--- src/rtl/game_cmd_queue_if.sv ---
// Producer-side command handshake for game_cmd_queue.
// WIDTH must match the WIDTH of the queue it connects to.
interface game_cmd_queue_if #(
    parameter int WIDTH = 2
);
    logic             in_valid;
    logic             in_ready;
    logic             in_init;
    logic [1:0]       in_ctrl;
    logic [WIDTH-1:0] in_val;

    modport master (
        output in_valid,
        output in_init,
        output in_ctrl,
        output in_val,
        input  in_ready
    );

    modport slave (
        input  in_valid,
        input  in_init,
        input  in_ctrl,
        input  in_val,
        output in_ready
    );
endinterface

--- src/rtl/game_cmd_queue.sv ---
// Command FIFO feeding a game counter block; issues one command per cycle unless
// empty or GAMEOVER, otherwise drives a hold (reload current value) command.
module game_cmd_queue #(
    parameter int WIDTH = 2,
    parameter int DEPTH = 4
) (
    input  logic                     clk,
    input  logic                     rst,
    game_cmd_queue_if.slave          cmd,
    input  logic                     GAMEOVER,
    output logic [1:0]               CTRL,
    output logic                     INIT,
    output logic [WIDTH-1:0]         val,
    output logic [WIDTH-1:0]         shadow,
    output logic [$clog2(DEPTH):0]   level,
    output logic [7:0]               issued
);

    localparam int PTR_W = $clog2(DEPTH);
    localparam int LVL_W = PTR_W + 1;

    typedef enum logic [1:0] {
        UP_1   = 2'd0,
        UP_2   = 2'd1,
        DOWN_1 = 2'd2,
        DOWN_2 = 2'd3
    } step_e;

    typedef struct packed {
        logic             init;
        step_e            ctrl;
        logic [WIDTH-1:0] val;
    } cmd_t;

    cmd_t             mem [DEPTH];
    cmd_t             head;
    logic [PTR_W-1:0] wr_ptr;
    logic [PTR_W-1:0] rd_ptr;
    logic [LVL_W-1:0] count;
    logic             push;
    logic             pop;
    logic [WIDTH-1:0] next_shadow;

    assign cmd.in_ready = (count != LVL_W'(DEPTH));
    assign level        = count;
    assign push         = cmd.in_valid && cmd.in_ready;
    assign pop          = (count != '0) && !GAMEOVER;
    assign head         = mem[rd_ptr];

    // NOTE: default assigned first so every path drives next_shadow and no latch is inferred.
    always_comb begin
        next_shadow = shadow;
        case (head.ctrl)
            UP_1:    next_shadow = shadow + WIDTH'(1);
            UP_2:    next_shadow = shadow + WIDTH'(2);
            DOWN_1:  next_shadow = shadow - WIDTH'(1);
            DOWN_2:  next_shadow = shadow - WIDTH'(2);
            default: next_shadow = shadow;
        endcase
    end

    // NOTE: storage has no reset; emptiness is tracked by count, so stale entries are never read.
    always_ff @(posedge clk) begin
        if (push) begin
            mem[wr_ptr] <= '{init: cmd.in_init, ctrl: step_e'(cmd.in_ctrl), val: cmd.in_val};
        end
    end

    // NOTE: non-blocking assignments so every register samples pre-edge values of its peers.
    always_ff @(posedge clk or posedge rst) begin
        if (rst) begin
            wr_ptr <= '0;
            rd_ptr <= '0;
            count  <= '0;
            CTRL   <= 2'd0;
            INIT   <= 1'b1;
            val    <= '0;
            shadow <= '0;
            issued <= '0;
        end else begin
            if (push) wr_ptr <= wr_ptr + PTR_W'(1);
            if (pop)  rd_ptr <= rd_ptr + PTR_W'(1);

            case ({push, pop})
                2'b10:   count <= count + LVL_W'(1);
                2'b01:   count <= count - LVL_W'(1);
                default: count <= count;
            endcase

            if (pop) begin
                INIT   <= head.init;
                CTRL   <= head.ctrl;
                val    <= head.val;
                shadow <= head.init ? head.val : next_shadow;
                issued <= issued + 8'd1;
            end else begin
                // Hold: reload the counter with its own modelled value.
                INIT <= 1'b1;
                CTRL <= UP_1;
                val  <= shadow;
            end
        end
    end

endmodule

--- src/flat_wrapper.sv ---
// flat-port wrapper written by rule: the top's interface ports become plain ports
module game_cmd_queue_flat 
#(
    parameter int WIDTH = 2,
    parameter int DEPTH = 4
)
  (clk, rst, GAMEOVER, CTRL, INIT, val, shadow, level, issued, cmd_in_valid, cmd_in_init, cmd_in_ctrl, cmd_in_val, cmd_in_ready);
  game_cmd_queue_if #(.WIDTH(WIDTH)) cmd_i ();
  input  logic clk;
  input  logic rst;
  input  logic GAMEOVER;
  output logic [1:0] CTRL;
  output logic INIT;
  output logic [WIDTH-1:0] val;
  output logic [WIDTH-1:0] shadow;
  output logic [$clog2(DEPTH):0] level;
  output logic [7:0] issued;
  input wire logic [$bits(cmd_i.in_valid)-1:0] cmd_in_valid;
  input wire logic [$bits(cmd_i.in_init)-1:0] cmd_in_init;
  input wire logic [$bits(cmd_i.in_ctrl)-1:0] cmd_in_ctrl;
  input wire logic [$bits(cmd_i.in_val)-1:0] cmd_in_val;
  output wire logic [$bits(cmd_i.in_ready)-1:0] cmd_in_ready;
  assign cmd_i.in_valid = cmd_in_valid;
  assign cmd_i.in_init = cmd_in_init;
  assign cmd_i.in_ctrl = cmd_in_ctrl;
  assign cmd_i.in_val = cmd_in_val;
  assign cmd_in_ready = cmd_i.in_ready;
  game_cmd_queue #(.WIDTH(WIDTH), .DEPTH(DEPTH)) u_core (.clk(clk), .rst(rst), .cmd(cmd_i), .GAMEOVER(GAMEOVER), .CTRL(CTRL), .INIT(INIT), .val(val), .shadow(shadow), .level(level), .issued(issued));
endmodule
--- config.mk ---
export PLATFORM = sky130hd
export DESIGN_NAME = game_cmd_queue_flat
export DESIGN_NICKNAME = d
export VERILOG_FILES = /design/src/rtl/game_cmd_queue_if.sv /design/src/rtl/game_cmd_queue.sv /design/src/flat_wrapper.sv
export SDC_FILE = /design/constraint.sdc
export NUM_CORES = 1
export LEC_CHECK = 0
export ABC_AREA = 1
export BUFFER_PORTS_ARGS = -buffer_cell sky130_fd_sc_hd__buf_2
export CAP_MARGIN = 20
export CELL_PAD_IN_SITES_DETAIL_PLACEMENT = 0
export CELL_PAD_IN_SITES_GLOBAL_PLACEMENT = 1
export CORE_MARGIN = 10
export CORE_UTILIZATION = 47
export CTS_CLUSTER_DIAMETER = 40
export CTS_CLUSTER_SIZE = 24
export DETAILED_ROUTE_END_ITERATION = 16
export PLACE_DENSITY = 0.89
export SETUP_SLACK_MARGIN = 0.5
export SYNTH_ARGS = -nofsm -noshare
export SYNTH_HDL_FRONTEND = slang
export SYNTH_SLANG_ARGS = --single-unit
--- constraint.sdc ---
create_clock -name clk -period 5.7 [get_ports clk]
set_clock_uncertainty 0.1 [all_clocks]
set_input_delay 1.14 -clock clk [delete_from_list [all_inputs] [get_ports clk]]
set_output_delay 1.14 -clock clk [all_outputs]
set_load 0.01 [all_outputs]
==> metrics.cfg <==
[global_routing]
antenna_found_initial = 0
grt_pass1_vias = 1319
grt_start_max_net_pins = 23
track_usage_pct = 10.1
grt_overflow_total = 0
grt_pass1_wl_um = 5870

[cts]
post_cts_buffers = 0
cts_buffers = 5
clock-sinks = 42
clock_path_buffers = 2
cts_tree = yes
ctsHtreeMaxLevel = 2
cts_resized = 0
root_buffer = clkbuf_8
ctsHoldBuffers = 0
clk_latency_ns = 0.30
clkTransAtPathRegs_ns = 0.09

[sta]
grt_setup_unrepaired = no
relSlewSlack_pct = 44.8
setup_viol = 0
hold_viol_final = 0
finalMaxSlewViolations = 0
min_period_ns = 2.45
min_period_over_period_pct = 43.0
max_freq_mhz = 408
worst_slew_pin_slew_ns = 0.827
finalSetupTns_ns = 0
fin_ws_ns = 3.25

[layout]
antennaDiodeCount = 0
nets = 214
multi_input_area_um2 = 602
drive_gt1_share_pct = 25.6
seqCellArea_um2 = 1150
n_fill_cell = 356
stdcell_area_um2 = 2130
area_delta_synth_final_pct = 14.6

[floorplanning]
rows = 22
pin_count = 28
die_w_um = 82.9
core_um2 = 3740
die_y_um = 82.9
start_util_pct = 49.7
die-area_um2 = 6870

[status]
outcome = finished, final reports clean

[setup_path]
critPathLaunchType = primary input
endpoint_kind = flip-flop
worstPathMaxFanout = 9
r2r-start = u_core.level[1]
worstSetupEndpoint = u_core.level[2]
rrSetupSlack_ns = 3.61
crit_start = GAMEOVER
cp.required_ns = 5.79
rr_endpoint = u_core.level[2]
rr_worst_depth = 9
worst-setup-path-type = in2reg
cp.arrival_ns = 2.54

[routing]
vias = 1199
wirelength_um = 3260
wire_per_inst_um = 13.2
first_iter_violations = 62
drcViolationCount = 0
drtPass1Iterations = 4
postRouteAntennaNets = 0
viasPerCell = 4.85

[power]
p_sw_uw = 486
pwr-share-clk_pct = 17.1
seq_power_share_pct = 43.2
p_sw_share_pct = 41.1
total_power_uw = 1180
p_comb_share_pct = 39.7
p_int_uw = 696
powerDensity_nw_per_um2 = 555
p_leak_uw = 0.000983
vdd.ir_drop.worst_uv = 264

[synthesis]
synth.yosys.seq_area_share_pct = 62.0
avgSynthCellArea_um2 = 11.2
ys_seq_elements = 42
syn-num-nets = 182
yosys_warnings = 0
syn-cell-area_um2 = 1860
syn_inst = 166
yosys-top-cells-area = edfxtp_1 32%, dfrtp_1 28%, nand2_1 7.1%
synth.distinct_cells = 27
synth_top_area_share_pct = 32.3
synth_top_area_cell = edfxtp_1

[min_path]
hp-class = reg2reg
worstHoldStart = u_core.issued[7]

[place]
post-place-ws_ns = 2.90
port_buffers = 27
gp_congestion = 0.850
placed_area_um2 = 2040
dp_hpwl_um = 2560

[flow_run]
drv_cap = 0

-- power groups by stage --
stage	Combinational, uW	Clock, uW	Sequential (uW)
global placement	462	0	514
finish	469	203	511
floorplan	319	0	530
detailed placement	480	0	519
CTS	482	207	512
global route	540	224	527
-- worst min path at each step --
| stage | endpoint | slack (ns) | depth (start not counted) |
|---|---|---|---|
| 2_1_floorplan | u_core.issued[7] | 0.41 | 1 |
| 3_3_place_gp | u_core.issued[7] | 0.36 | 1 |
| 3_5_place_dp | u_core.issued[7] | 0.39 | 1 |
| 4_1_cts | u_core.issued[7] | 0.40 | 1 |
| 5_1_grt | u_core.issued[7] | 0.42 | 1 |
| 6_report | u_core.issued[7] | 0.38 | 1 |
-- worst max-delay path: stages --
cell	delay, ns
buf_2	0.10
inv_2	0.08
nand2_8	0.09
inv_2	0.13
ha_1	0.16
inv_1	0.06
fa_1	0.37
a21oi_1	0.14
o21ai_0	0.11
xor2_1	0.15
-- metrics by stage --
step	util (%)	hold WS (ns)	cells
after global routing	56.9	0.416	247
after CTS	56.9	0.402	247
after detailed placement	54.4	0.386	239
final	56.9	0.383	247
after global placement	54.4	0.359	239
after floorplan	-	0.407	166
-- Yosys cell counts --
master	number
xnor2_1	2
nor2_4	1
o21a_1	1
nand2_8	1
o21ai_0	4
o21ai_2	1
o21ai_1	4
nor3_4	1
inv_2	8
a21oi_1	2
nor2_1	14
dfrtp_1	21
dfstp_2	1
o22ai_1	2
nand2_1	35
xor2_1	9
buf_4	1
nand3_1	10
nand4_1	2
nor3_2	1
edfxtp_1	20
buf_6	1
nand3_2	1
inv_1	15
ha_1	6
nand3_4	1
fa_1	1
-- cell type report --
class	count	share of cell area, %
clock buffer	5	3.23
timing repair buffer	27	6.34
clock inverter	3	1.23
tap	48	2.82
inverter	23	4.05
multi-input combinational	99	28.2
sequential	42	54.1
-- layer usage --
layer | track usage (%) | vias to the layer above | share of wire, %
met5 | 0 | - | 0
met4 | 4.31 | 0 | 1.9
met3 | 4.00 | 5 | 5.5
met2 | 16.7 | 23 | 49
met1 | 11.3 | 573 | 43
li1 | - | 598 | -
-- layout by cell type, fill, tap and decap left out, types with 2 or more instances in the layout --
| master | netlist | routed |
|---|---|---|
| nand4_1 | 2 | 2 |
| o22ai_1 | 2 | 2 |
| xor2_1 | 9 | 9 |
| nand3_1 | 10 | 10 |
| o21ai_1 | 4 | 4 |
| o21ai_0 | 4 | 4 |
| buf_2 | 0 | 27 |
| inv_2 | 8 | 8 |
| dfrtp_1 | 21 | 21 |
| inv_1 | 15 | 15 |
| inv_6 | 0 | 3 |
| nand2_1 | 35 | 35 |
| xnor2_1 | 2 | 2 |
| nor2_1 | 14 | 14 |
| clkbuf_8 | 0 | 5 |
| edfxtp_1 | 20 | 20 |
| ha_1 | 6 | 6 |
| a21oi_1 | 2 | 2 |
-- logic make-up (layout without fill, tap and decap cells) --
family / Yosys count / count (layout) / share of synthesized area (%)
adder cells (fa/ha/maj): 7 / 7 / 5.11
AO/OA/AOI/OAI: 14 / 14 / 4.24
XOR/XNOR: 11 / 11 / 5.18
buffers and inverters: 25 / 58 / 5.65
AND/OR/NAND/NOR: 67 / 67 / 17.8
flip-flops: 42 / 42 / 62.0
-- sequential cells by signal (all words and copies together), names as in the netlist --
register / count
u_core.mem: 20
u_core.issued: 8
u_core.level: 3
u_core.CTRL: 2
u_core.rd_ptr: 2
u_core.shadow: 2
u_core.val: 2
u_core.wr_ptr: 2
u_core.INIT: 1
(Power assumes the default switching activity.)
